### config.mk
export PLATFORM = sky130hd
export DESIGN_NAME = adder_arbiter
export DESIGN_NICKNAME = d
export VERILOG_FILES = /design/src/rtl/adder_arbiter.sv
export SDC_FILE = /design/constraint.sdc
export NUM_CORES = 1
export LEC_CHECK = 0
export ABC_AREA = 0
export CORE_MARGIN = 4
export CORE_UTILIZATION = 40
export CTS_BUF_LIST = sky130_fd_sc_hd__clkbuf_8 sky130_fd_sc_hd__clkbuf_16
export CTS_CLUSTER_DIAMETER = 30
export DETAILED_ROUTE_END_ITERATION = 8
export PLACE_DENSITY = 0.75
export SYNTH_ARGS = -nofsm -noshare
export SYNTH_HDL_FRONTEND = slang
export SYNTH_SLANG_ARGS = --single-unit
### constraint.sdc
create_clock -name clk -period 3.39 [get_ports clk]
set_input_delay 0.5085 -clock clk [delete_from_list [all_inputs] [get_ports clk]]
set_output_delay 0.5085 -clock clk [all_outputs]
set_load 0.03 [all_outputs]
### src/rtl/adder_arbiter.sv
// adder_arbiter: two-requester round-robin front end for an 8-bit add/sub unit.
// One operation is in flight at a time: IDLE accepts, EXEC computes from the
// registered operands, and RESP presents the registered result to the granted
// requester until it is taken.
module adder_arbiter #(
  parameter int WIDTH = 8,
  parameter int CNT_W = 16
) (
  input  logic             clk,
  input  logic             rst,
  input  logic             req_valid0,
  input  logic             req_valid1,
  output logic             req_ready0,
  output logic             req_ready1,
  input  logic [WIDTH-1:0] req_a0,
  input  logic [WIDTH-1:0] req_b0,
  input  logic [WIDTH-1:0] req_a1,
  input  logic [WIDTH-1:0] req_b1,
  input  logic             req_op0,
  input  logic             req_op1,
  output logic             rsp_valid0,
  output logic             rsp_valid1,
  input  logic             rsp_ready0,
  input  logic             rsp_ready1,
  output logic [WIDTH-1:0] rsp_sum,
  output logic             rsp_cout,
  output logic             rsp_overflow,
  output logic [CNT_W-1:0] ops_done
);

  typedef enum logic [1:0] {
    IDLE = 2'd0,
    EXEC = 2'd1,
    RESP = 2'd2
  } state_t;

  state_t state_reg, state_next;

  logic             last_reg;     // id of the most recent grant
  logic             gnt_reg;      // id owning the operation in flight
  logic [WIDTH-1:0] a_reg, b_reg;
  logic             op_reg;
  logic [WIDTH-1:0] sum_reg;
  logic             cout_reg, ovf_reg;
  logic [CNT_W-1:0] ops_done_reg;

  logic [1:0] req_valid_vec, req_ready_vec, rsp_valid_vec, rsp_ready_vec;
  logic       any_valid, grant_id;
  logic       ready_en, resp_en, rsp_done;

  logic [WIDTH-1:0] b_eff;
  logic [WIDTH:0]   sum_full;
  logic             ovf_calc;

  assign req_valid_vec = {req_valid1, req_valid0};
  assign rsp_ready_vec = {rsp_ready1, rsp_ready0};
  assign any_valid     = |req_valid_vec;

  // With both valid the requester that did not win last time gets the grant;
  // with one valid it wins outright.
  assign grant_id = (&req_valid_vec) ? ~last_reg : req_valid_vec[1];

  // Only the granted requester's ready may complete the response.
  assign rsp_done = resp_en && rsp_ready_vec[gnt_reg];

  // Add/sub unit: subtraction is a + ~b + 1, the +1 coming in as carry-in.
  assign b_eff    = op_reg ? ~b_reg : b_reg;
  assign sum_full = {1'b0, a_reg} + {1'b0, b_eff} + {{WIDTH{1'b0}}, op_reg};
  assign ovf_calc = (a_reg[WIDTH-1] == b_eff[WIDTH-1]) &&
                    (sum_full[WIDTH-1] != a_reg[WIDTH-1]);

  // State register.
  always_ff @(posedge clk) begin
    if (rst) state_reg <= IDLE;
    else     state_reg <= state_next;
  end

  // Next-state logic: accept, compute, then wait for the response handshake.
  always_comb begin
    state_next = state_reg;
    unique case (state_reg)
      IDLE:    if (any_valid) state_next = EXEC;
      EXEC:    state_next = RESP;
      RESP:    if (rsp_ready_vec[gnt_reg]) state_next = IDLE;
      default: state_next = IDLE;
    endcase
  end

  // Output decode: accept window in IDLE (held off during reset), response in RESP.
  always_comb begin
    ready_en = 1'b0;
    resp_en  = 1'b0;
    unique case (state_reg)
      IDLE:    ready_en = !rst && any_valid;
      RESP:    resp_en  = 1'b1;
      default: begin
        ready_en = 1'b0;
        resp_en  = 1'b0;
      end
    endcase
  end

  // Per-requester handshake steering from the shared grant.
  generate
    for (genvar gi = 0; gi < 2; gi++) begin : g_req
      assign req_ready_vec[gi] = ready_en && (grant_id == 1'(gi));
      assign rsp_valid_vec[gi] = resp_en && (gnt_reg == 1'(gi));
    end
  endgenerate

  // Operand capture on accept, result capture in EXEC, completion counting.
  always_ff @(posedge clk) begin
    if (rst) begin
      last_reg     <= 1'b1;
      gnt_reg      <= 1'b0;
      a_reg        <= '0;
      b_reg        <= '0;
      op_reg       <= 1'b0;
      sum_reg      <= '0;
      cout_reg     <= 1'b0;
      ovf_reg      <= 1'b0;
      ops_done_reg <= '0;
    end else begin
      if (ready_en) begin
        last_reg <= grant_id;
        gnt_reg  <= grant_id;
        a_reg    <= grant_id ? req_a1  : req_a0;
        b_reg    <= grant_id ? req_b1  : req_b0;
        op_reg   <= grant_id ? req_op1 : req_op0;
      end
      if (state_reg == EXEC) begin
        sum_reg  <= sum_full[WIDTH-1:0];
        cout_reg <= sum_full[WIDTH];
        ovf_reg  <= ovf_calc;
      end
      if (rsp_done) ops_done_reg <= ops_done_reg + CNT_W'(1);
    end
  end

  assign req_ready0   = req_ready_vec[0];
  assign req_ready1   = req_ready_vec[1];
  assign rsp_valid0   = rsp_valid_vec[0];
  assign rsp_valid1   = rsp_valid_vec[1];
  assign rsp_sum      = sum_reg;
  assign rsp_cout     = cout_reg;
  assign rsp_overflow = ovf_reg;
  assign ops_done     = ops_done_reg;

endmodule
==> metrics.txt <==
# TYPE chip_impl_metric gauge
chip_impl_metric{name="initialDrtViolationCount",unit=""} 55
chip_impl_metric{name="cp_max_fo",unit=""} 4
chip_impl_info{name="criticalPathCategory",value="in -> out"} 1
chip_impl_metric{name="avgSynthCellArea",unit="sq um"} 9.14
chip_impl_metric{name="synth_seq_area_share",unit="%"} 37.9
chip_impl_metric{name="clock-sinks",unit=""} 47
chip_impl_metric{name="tritoncts.num_buffers",unit=""} 5
chip_impl_metric{name="layout_min_cycle_time",unit="ns"} 2.84
chip_impl_metric{name="yosys_warnings",unit=""} 0
chip_impl_metric{name="clock_power_share",unit="%"} 24.3
chip_impl_info{name="synth_ff_type",value="sky130_fd_sc_hd__dfxtp_1"} 1
chip_impl_metric{name="core_area",unit="sq um"} 5990
chip_impl_metric{name="hold_viol_final",unit=""} 0
chip_impl_metric{name="antenna-diode-count",unit=""} 0
chip_impl_metric{name="global_route.overflow_total",unit=""} 0
chip_impl_metric{name="total_vias_in_the_final_route",unit=""} 2060
chip_impl_metric{name="internal_power",unit="W"} 0.000882
chip_impl_metric{name="cp.arrival",unit="ns"} 2.33
chip_impl_info{name="clockRootBuffer",value="sky130_fd_sc_hd__clkbuf_8"} 1
chip_impl_info{name="layout_commonest_cell",value="sky130_fd_sc_hd__clkdlybuf4s50_1"} 1
chip_impl_metric{name="layout_worst_path_cycle_share",unit="%"} 83.8
chip_impl_metric{name="design_power_total",unit="W"} 0.00125
chip_impl_metric{name="die_w",unit="um"} 86.8
chip_impl_metric{name="number_of_drc_violations_after_detailed_routing",unit=""} 0
chip_impl_metric{name="synth.top_cell.area_share",unit="%"} 37.9
chip_impl_metric{name="synth.cell_area",unit="sq um"} 2480
chip_impl_metric{name="seq_power_share",unit="%"} 49.3
chip_impl_metric{name="max-vdd-ir-drop",unit="mV"} 0.218
chip_impl_metric{name="timing.critical_path.slowest_cell_delay",unit="ns"} 0.69
chip_impl_info{name="mostFrequentLayoutCells",value="sky130_fd_sc_hd__clkdlybuf4s50_1 (67), sky130_fd_sc_hd__dfxtp_1 (47), sky130_fd_sc_hd__nor2_1 (42), sky130_fd_sc_hd__a211oi_1 (19), sky130_fd_sc_hd__mux2i_1 (18)"} 1
chip_impl_metric{name="grt_start_max_net_pins",unit=""} 52
chip_impl_metric{name="global_route_wire_length_before_repair",unit="um"} 9050
chip_impl_metric{name="post_synthesis_async_set_or_reset_flop_share",unit="%"} 0
chip_impl_metric{name="finalClockSkew",unit="ns"} 0.00536
chip_impl_metric{name="use_met3",unit="%"} 2.76
chip_impl_metric{name="maxSlewViolCount",unit=""} 0
chip_impl_metric{name="ios",unit=""} 70
chip_impl_metric{name="numPortBuffers",unit=""} 69
chip_impl_metric{name="antenna_found_initial",unit=""} 0
chip_impl_metric{name="wl_per_cell",unit="um"} 12.8
chip_impl_metric{name="ant_nets",unit=""} 0
chip_impl_metric{name="place.detailed.hpwl",unit="um"} 4060
chip_impl_info{name="crit_path_cell_trace",value="clkdlybuf4s50_1 -> nor2_1 -> or4_4 -> nor2_1 -> clkdlybuf4s50_1"} 1
chip_impl_metric{name="worstMarginPinSlew",unit="ns"} 0.914
chip_impl_metric{name="crit_required",unit="ns"} 2.88
chip_impl_info{name="run_status",value="completed"} 1
chip_impl_metric{name="floorplan.die.height",unit="um"} 86.8
chip_impl_metric{name="synth.distinct_cells",unit=""} 50
chip_impl_metric{name="detail_route.wirelength",unit="um"} 5240
chip_impl_metric{name="die_area",unit="sq um"} 7540
chip_impl_metric{name="report.final.setup_viol",unit=""} 0
chip_impl_metric{name="totalNegativeSetupSlack",unit="ns"} 0
chip_impl_info{name="grt_busiest_layer",value="met2"} 1
chip_impl_info{name="synth_largest_area_cell",value="sky130_fd_sc_hd__dfxtp_1"} 1
chip_impl_metric{name="post_cts.resized_instances",unit=""} 0
chip_impl_metric{name="synth_edf_count",unit=""} 0
chip_impl_info{name="tritoncts_clock_tree",value="built"} 1
chip_impl_metric{name="finalWorstSetupSlack",unit="ns"} 0.549
chip_impl_metric{name="cts-htree-levels",unit=""} 2
chip_impl_info{name="crit_slowest_cell",value="sky130_fd_sc_hd__clkdlybuf4s50_1"} 1
chip_impl_metric{name="clk_pin_slew",unit="ns"} 0.08
chip_impl_metric{name="clock_latency",unit="ns"} 0.29
chip_impl_metric{name="gr-usage-all-layers",unit="%"} 14.6
chip_impl_metric{name="initial_utilization",unit="%"} 41.5
chip_impl_metric{name="synthToLayoutAreaGrowth",unit="%"} 31.5
chip_impl_info{name="hold_path_class",value="reg -> reg"} 1
chip_impl_metric{name="dp_slack",unit="ns"} 0.542
chip_impl_metric{name="finish.net_count",unit=""} 385
chip_impl_metric{name="rows",unit=""} 28
chip_impl_metric{name="final.hold.worst_slack",unit="ns"} 0.486
chip_impl_metric{name="synth_fp_nets",unit=""} 321
chip_impl_metric{name="post_cts_hold_buffer_count",unit=""} 0
chip_impl_metric{name="power.switching",unit="W"} 0.000371
chip_impl_metric{name="use_met2",unit="%"} 24.2
chip_impl_info{name="critical_path.startpoint_type",value="primary input"} 1
chip_impl_metric{name="p_leak",unit="nW"} 1.23
chip_impl_metric{name="vias_per_cell",unit=""} 5.02
chip_impl_metric{name="layout-drive-gt1-share",unit="%"} 5.97
chip_impl_metric{name="largest_register_ff_count",unit=""} 16
chip_impl_metric{name="synthCells",unit=""} 272
chip_impl_info{name="cp-end-kind",value="output pin"} 1
chip_impl_metric{name="clock.fmax",unit="MHz"} 352
chip_impl_metric{name="instances_no_fill",unit=""} 410
chip_impl_info{name="rsz0062_at_grt",value="false"} 1
chip_impl_metric{name="post-place-cells",unit=""} 404
chip_impl_metric{name="p_comb_share",unit="%"} 26.4
chip_impl_metric{name="ys_seq_elements",unit=""} 47
chip_impl_metric{name="netSwitchingFraction",unit="%"} 29.6
chip_impl_metric{name="finalWeightedCongestion",unit=""} 0.756
chip_impl_metric{name="grt_pass1_vias",unit=""} 2062
chip_impl_metric{name="drv.max_cap_violation_count",unit=""} 0
chip_impl_metric{name="grtUsageMet1",unit="%"} 19.5
chip_impl_metric{name="max-slew-margin-rel",unit="%"} 39.1
chip_impl_metric{name="drt-pass1-iter-count",unit=""} 4
chip_impl_info{name="ys_top_cells_by_area",value="sky130_fd_sc_hd__dfxtp_1 (38%), sky130_fd_sc_hd__mux2i_1 (7.3%), sky130_fd_sc_hd__nor2_1 (6.3%), sky130_fd_sc_hd__a211oi_1 (5.7%), sky130_fd_sc_hd__xnor2_1 (4.2%)"} 1
chip_impl_metric{name="powerDensity",unit="nW/um^2"} 383
chip_impl_metric{name="buffer_count_from_post_cts_setup_fixing",unit=""} 0
chip_impl_metric{name="cts-root-to-sink-buffers",unit=""} 2
layer usage:
metal	vias to the layer above	wire length, um
met5	-	0
li1	1100	-
met3	4	216
met2	44	2460
met1	912	2520
met4	0	48
power by group through the flow:
stage	combinational (W)	sequential, W	clock (W)
6_report	0.000331	0.000617	0.000304
3_3_place_gp	0.000327	0.000630	0
4_1_cts	0.000334	0.000618	0.000317
5_1_grt	0.000367	0.000624	0.000338
3_5_place_dp	0.000332	0.000631	0
2_1_floorplan	0.000211	0.000645	0
final cells by class:
class,instances,area (sq um)
fillers,565,2720
multi-input cells,201,1420
flip-flops and latches,47,941
repair buffers,72,706
well taps,75,93.8
clock buffers,5,68.8
inverters,9,33.8
clock inverters,1,3.75
path summary, 6_finish.rpt:
kind,cells past startpoint,from,slack (ns),endpoint
worst max-delay path,5,req_valid0,0.55,req_ready0
worst min-delay path,2,rsp_cout$_SDFFE_PP0N_,0.49,rsp_cout$_SDFFE_PP0N_
worst max register to register,7,op_reg$_SDFFE_PP0P_,1.02,rsp_sum[7]$_SDFFE_PP0N_
worst min register to register,2,rsp_cout$_SDFFE_PP0N_,0.49,rsp_cout$_SDFFE_PP0N_
cell families after synthesis:
| family | share of synthesized area, % |
|---|---|
| muxes | 8.16 |
| adders and majority gates | 4.83 |
| AOI/OAI and AO/OA | 15.3 |
| DFF | 37.9 |
| xor gates and xnor gates | 7.40 |
| buffers and inverters | 5.14 |
| and+or+nand+nor | 21.3 |
metrics by stage:
| stage | utilization, % | instance area, sq um |
|---|---|---|
| CTS | 54.5 | 3270 |
| global route | 54.5 | 3270 |
| detailed placement | 53.3 | 3190 |
| global placement | 53.3 | 3190 |
| finish | 54.5 | 3270 |
| floorplan | - | 2480 |
critical path, delay by kind of cell:
family | cells | cell delay [ns]
AND/OR/NAND/NOR | 3 | 0.65
buffers and inverters | 2 | 1.18
Yosys cell counts (2+ instances only):
| master | n |
|---|---|
| sky130_fd_sc_hd__a211oi_1 | 19 |
| sky130_fd_sc_hd__a21oi_1 | 11 |
| sky130_fd_sc_hd__a311o_1 | 2 |
| sky130_fd_sc_hd__and2_1 | 3 |
| sky130_fd_sc_hd__buf_2 | 3 |
| sky130_fd_sc_hd__buf_4 | 5 |
| sky130_fd_sc_hd__buf_6 | 2 |
| sky130_fd_sc_hd__clkbuf_1 | 5 |
| sky130_fd_sc_hd__dfxtp_1 | 47 |
| sky130_fd_sc_hd__ha_1 | 8 |
| sky130_fd_sc_hd__inv_1 | 8 |
| sky130_fd_sc_hd__mux2i_1 | 18 |
| sky130_fd_sc_hd__nand2_1 | 11 |
| sky130_fd_sc_hd__nand2b_1 | 2 |
| sky130_fd_sc_hd__nand3_1 | 8 |
| sky130_fd_sc_hd__nand4_1 | 2 |
| sky130_fd_sc_hd__nor2_1 | 42 |
| sky130_fd_sc_hd__nor2b_1 | 3 |
| sky130_fd_sc_hd__nor3_1 | 10 |
| sky130_fd_sc_hd__nor4_1 | 3 |
| sky130_fd_sc_hd__nor4b_1 | 3 |
| sky130_fd_sc_hd__o21a_1 | 3 |
| sky130_fd_sc_hd__o21ai_0 | 5 |
| sky130_fd_sc_hd__o21bai_1 | 2 |
| sky130_fd_sc_hd__or3_1 | 2 |
| sky130_fd_sc_hd__or4_1 | 2 |
| sky130_fd_sc_hd__xnor2_1 | 12 |
| sky130_fd_sc_hd__xor2_1 | 9 |
Note: power is estimated with default switching activity, not from simulation.
==> RTL change 1: new RTL, same flow settings <==
Register the output `rsp_overflow` once more; this adds one clock of latency there. The other outputs are not delayed to match.
--- a/src/rtl/adder_arbiter.sv
+++ b/src/rtl/adder_arbiter.sv
@@ -145,3 +145,5 @@
   assign rsp_cout     = cout_reg;
-  assign rsp_overflow = ovf_reg;
+  always_ff @(posedge clk) begin
+    rsp_overflow <= ovf_reg;
+  end
   assign ops_done     = ops_done_reg;
Formal check against the unedited RTL: not equivalent (a bounded check fails within 4 cycles, from zero or initial values and one cycle with rst high).
==> RTL change 1 against the unedited design <==
Clock skew rose by 0.0059 ns; core utilization rose by 0.96 points; critical path depth did not move; synthesized area rose by 0.81%; final area rose by 1.8%; synthesized cell count rose by 0.37%; global-route usage fell by 0.12 points; worst setup slack got worse by 0.0014 ns; total power rose by 5.5%; wire length rose by 2.0%; sequential cell count rose by 1; first-iteration DRC count rose by 110%; critical endpoint unchanged; largest cell class unchanged; largest power group unchanged.
==> RTL change 1: results (changes against the unedited design) <==
Run status
  – Status: complete, no violations

Global route
  – Met2 usage: 0.230 (-0.0117)
  – GR Layer Usage met3: 0.0274 (-0.000130)
  – Vias in the first global route: 1940 (-5.9%)
  – Met1 Usage GRT: 0.200 (+0.00514)
  – GRT Total Usage: 0.145 (-0.00117)
  – First-pass GRT wire length: 8.91 mm (-1.5%)
  – Largest net degree at the start of global routing: 52 (unchanged)

Worst setup path
  – Worst reg2reg setup slack: between 1 and 1.5 ns
  – Worst endpoint data arrival time: 2.33 ns (about the same)

Finish
  – Largest register FFs: 16 (unchanged)
  – Share of cells above drive strength 1: 0.0680 (+0.00835)
  – Layout Nets: 386 (+0.26%)
  – Fill cells: 569 (+0.71%)

Logic synthesis
  – Ranking of synthesized cells by area: dfxtp_1, mux2i_1, nor2_1, a211oi_1, xnor2_1
  – Netlist cell types: 50 (unchanged)
  – Top cells by count, synth: dfxtp_1, nor2_1, a211oi_1
  – Share of the yosys chip area belonging to registers: 0.384 (+0.00497)
  – Post-Syn Nets: 322 (+0.31%)

Placement
  – RePlAce Congestion: 0.739 (-2.2%)
  – Setup WS pre-CTS: 0.550 ns (+0.00789 ns)
  – Hpwl dp: 4.02 mm (-0.87%)

STA
  – Worst Skew: 0.0112 ns (+0.00587 ns)
  – Final setup vio count: 0 (unchanged)
  – Worst hold slack: 0.356 ns (-0.131 ns)
  – Worst slew pin tran: 0.911 ns (-0.00306 ns)

Route
  – Number of DRC markers in iteration 0: 118 (+110%)
  – Via count: 2075 (+0.73%)
  – Final WL: 5.35 mm (+2.0%)

Worst hold path
  – Hold Path Origin: ovf_reg$_SDFFE_PP0N_
  – Worst hold endpoint: rsp_overflow$_DFF_P_
  – Worst hold path depth: 0 (-2)
  – HP Class: reg2reg

Power
  – Worst vdd ir: 180 uV (-17%)
  – LEAKAGE: 1.24 nW (+1.1%)

Clocking
  – Worst-path clk slew: 0.09 ns
  – Latest clock arrival within the worst-skew pair: 0.30 ns
  – CTS root buf: clkbuf_8

Die
  – Site Rows: 28 (unchanged)
[RTL change 1: where the power goes]
part,switching (mW),leakage (nW),internal [mW]
clock network,0.190,0.0434,0.165
logic,0.176,0.804,0.161
registers,0.0294,0.392,0.600
[RTL change 1: layout make-up]
type                       instances  area [um2]  share of cell area
clock inverter                     2        15.0             0.00452
multi-input combinational        201        1420               0.427
inverter                           9        33.8              0.0102
sequential                        48         961               0.289
tap                               75        93.8              0.0282
timing repair buffer              72         718               0.216
clock buffer                       6        82.6              0.0248
[RTL change 1: per-layer routing]
layer,share of wire,vias to the layer above
li1,-,1099
met1,0.48,920
met2,0.46,52
met3,0.055,4
met4,0.011,0
met5,0,-
[RTL change 1: worst max path at each step]
stage,start,endpoint,slack (ns),depth (start not counted)
after floorplan,op_reg$_SDFFE_PP0P_,rsp_sum[6]$_SDFFE_PP0N_,1.34,8
after global placement,req_valid0,req_ready0,0.56,5
after detailed placement,req_valid0,req_ready0,0.55,5
after CTS,req_valid0,req_ready0,0.54,5
after global routing,req_valid0,req_ready0,0.47,5
final,req_valid0,req_ready0,0.55,5
[RTL change 1: critical path, delay by kind of cell]
family,cells,cell delay (ns)
buf+inv,2,1.19
simple gates,3,0.63
[RTL change 1: through the flow]
stage / cells / instance area [um2]
after global placement: 405 / 3230
after CTS: 413 / 3320
after detailed placement: 405 / 3230
after global routing: 413 / 3320
after floorplan: 273 / 2500
final: 413 / 3320
[RTL change 1: kinds of logic after synthesis]
family	after synthesis	share of synthesized area
and+or+nand+nor	100	0.212
AOI/OAI and AO/OA	52	0.151
DFF	48	0.384
buffers and inverters	24	0.0509
xor gates and xnor gates	21	0.0734
muxes	19	0.0809
adders and majority gates	9	0.0480
==> RTL change 2: new RTL, config.mk and constraints unchanged <==
Without the edit above. Set the parameter `CNT_W` to 32 (it was 16).
--- a/src/rtl/adder_arbiter.sv
+++ b/src/rtl/adder_arbiter.sv
@@ -6,3 +6,3 @@
   parameter int WIDTH = 8,
-  parameter int CNT_W = 16
+  parameter int CNT_W = 32
 ) (
Ports: changed (resized ops_done); port bits go from 70 to 86. The function was not compared with the original's and may differ.
==> RTL change 2 against the unedited design <==
Non-clock buffer count grew 16; worst setup slack lost 0.14 ns; largest power group unchanged; via count grew 38%; wire length grew 44%; critical path type unchanged; sequential cell count grew 16; total power grew 34%; final area grew 32%; highest routed layer unchanged; synthesized area grew 31%.
==> RTL change 2: results (changes against the unedited design) <==
Route
  – Vias/cell: 5.20 (+3.4%)
  – M1 WL: 3.30 mm (+31%)
  – WL met2: 3.56 mm (+45%)
  – Number of DRC markers in iteration 0: 94 (+71%)
  – Avg WL per Cell: 13.7 um (+7.4%)
  – Met3 WL post-DR: 526 um (+140%)

Worst setup path
  – Reg2Reg Depth: 8 (+1)
  – Crit path max fanout: 4 (unchanged)
  – Worst endpoint data arrival time: 2.48 ns (+0.15 ns)
  – Worst reg2reg setup slack: 1.00 ns (-0.02 ns)
  – R2R Path End: rsp_sum[6]$_SDFFE_PP0N_

Global route
  – Largest net degree at the start of global routing: 68 (+31%)
  – Vias in the first global route: 2688 (+30%)
  – GRT Total Usage: 0.156 (+0.00980)
  – First-pass GRT wire length: 12.4 mm (+37%)

Logic synthesis
  – Synth Area in Compound Gates: 0.126 (-0.0268)
  – Mux cell area share after synthesis: 0.0633 (-0.0183)
  – Post-Syn Nets: 413 (+29%)
  – Post-Synth Adder-Cell Area: 0.0368 (-0.0115)
  – Ranking of synthesized cells by area: dfxtp_1, xnor2_1, nor2_1, mux2i_1, a211oi_1
  – Netlist cell types: 47 (-6.0%)
  – Top cells by count, synth: dfxtp_1, nor2_1, xnor2_1
  – Share of the yosys chip area belonging to registers: 0.387 (+0.00785)

Placement
  – Setup WS pre-CTS: 0.418 ns (-0.124 ns)
  – DP Area: 0.00416 mm2 (+30%)
  – IO Port Bufs: 85 (+23%)

STA
  – Worst rel slew slack: 0.452 (+0.0616)
  – Worst hold slack: 0.461 ns (-0.0255 ns)
  – Worst Skew: 0.00478 ns (-0.000574 ns)

Worst hold path
  – Worst hold endpoint: rsp_sum[4]$_SDFFE_PP0N_
  – Hold Path Origin: rsp_sum[4]$_SDFFE_PP0N_

Finish
  – Share of cells above drive strength 1: 0.0650 (+0.00532)
  – Fill cells: 739 (+31%)
  – Largest register FFs: 32 (+16)
  – Layout Nets: 492 (+28%)

Clocking
  – Num CTS Buffers: 9 (+4)
  – H-tree depth: 3 (+1)
  – Worst-path clk slew: 0.06 ns (-0.02 ns)
  – Latest clock arrival within the worst-skew pair: 0.33 ns (+0.04 ns)

Run status
  – Status: complete, no violations

Power
  – LEAKAGE: 1.60 nW (+30%)
  – Worst vdd ir: 165 uV (-24%)
-- RTL change 2: worst max-delay path, delay by kind of cell --
| kind | cells | cell delay [ns] |
|---|---|---|
| buffers and inverters | 2 | 1.20 |
| and+or+nand+nor | 3 | 0.77 |
-- RTL change 2: logic make-up after synthesis --
kind of cell / after synthesis
simple gates: 142
compound gates: 63
flops: 63
buf+inv: 34
xor+xnor: 33
mux: 20
fa+ha+maj: 9
-- RTL change 2: worst max path at each step --
| stage | start | end | slack [ns] | cells after the start |
|---|---|---|---|---|
| after detailed placement | req_valid0 | req_ready0 | 0.42 | 5 |
| after CTS | req_valid0 | req_ready0 | 0.41 | 5 |
| after floorplan | op_reg$_SDFFE_PP0P_ | rsp_sum[6]$_SDFFE_PP0N_ | 1.31 | 9 |
| after global routing | req_valid0 | req_ready0 | 0.36 | 5 |
| after global placement | req_valid0 | req_ready0 | 0.43 | 5 |
| final | req_valid0 | req_ready0 | 0.41 | 5 |
-- RTL change 2: metrics by stage --
| stage | std cells | utilization |
|---|---|---|
| CTS | 548 | 0.551 |
| finish | 548 | 0.551 |
| detailed placement | 534 | 0.530 |
| global route | 548 | 0.551 |
| floorplan | 364 | - |
| global placement | 534 | 0.530 |
-- RTL change 2: area by class of cell --
type                       instances  share of cell area
clock buffer                      11              0.0350
clock inverter                     3             0.00289
inverter                          14              0.0121
multi-input combinational        267               0.426
sequential                        63               0.292
tap                              102              0.0295
timing repair buffer              88               0.203
-- RTL change 2: layer usage --
layer	up-vias	track usage
met4	0	0.0557
met1	1289	0.193
met3	12	0.0421
met5	-	0
met2	106	0.261
li1	1441	-
-- RTL change 2: power by group --
part | switching, mW | internal, mW
combinational | 0.172 | 0.153
sequential | 0.0289 | 0.777
clock | 0.263 | 0.290
total | 0.464 | 1.22
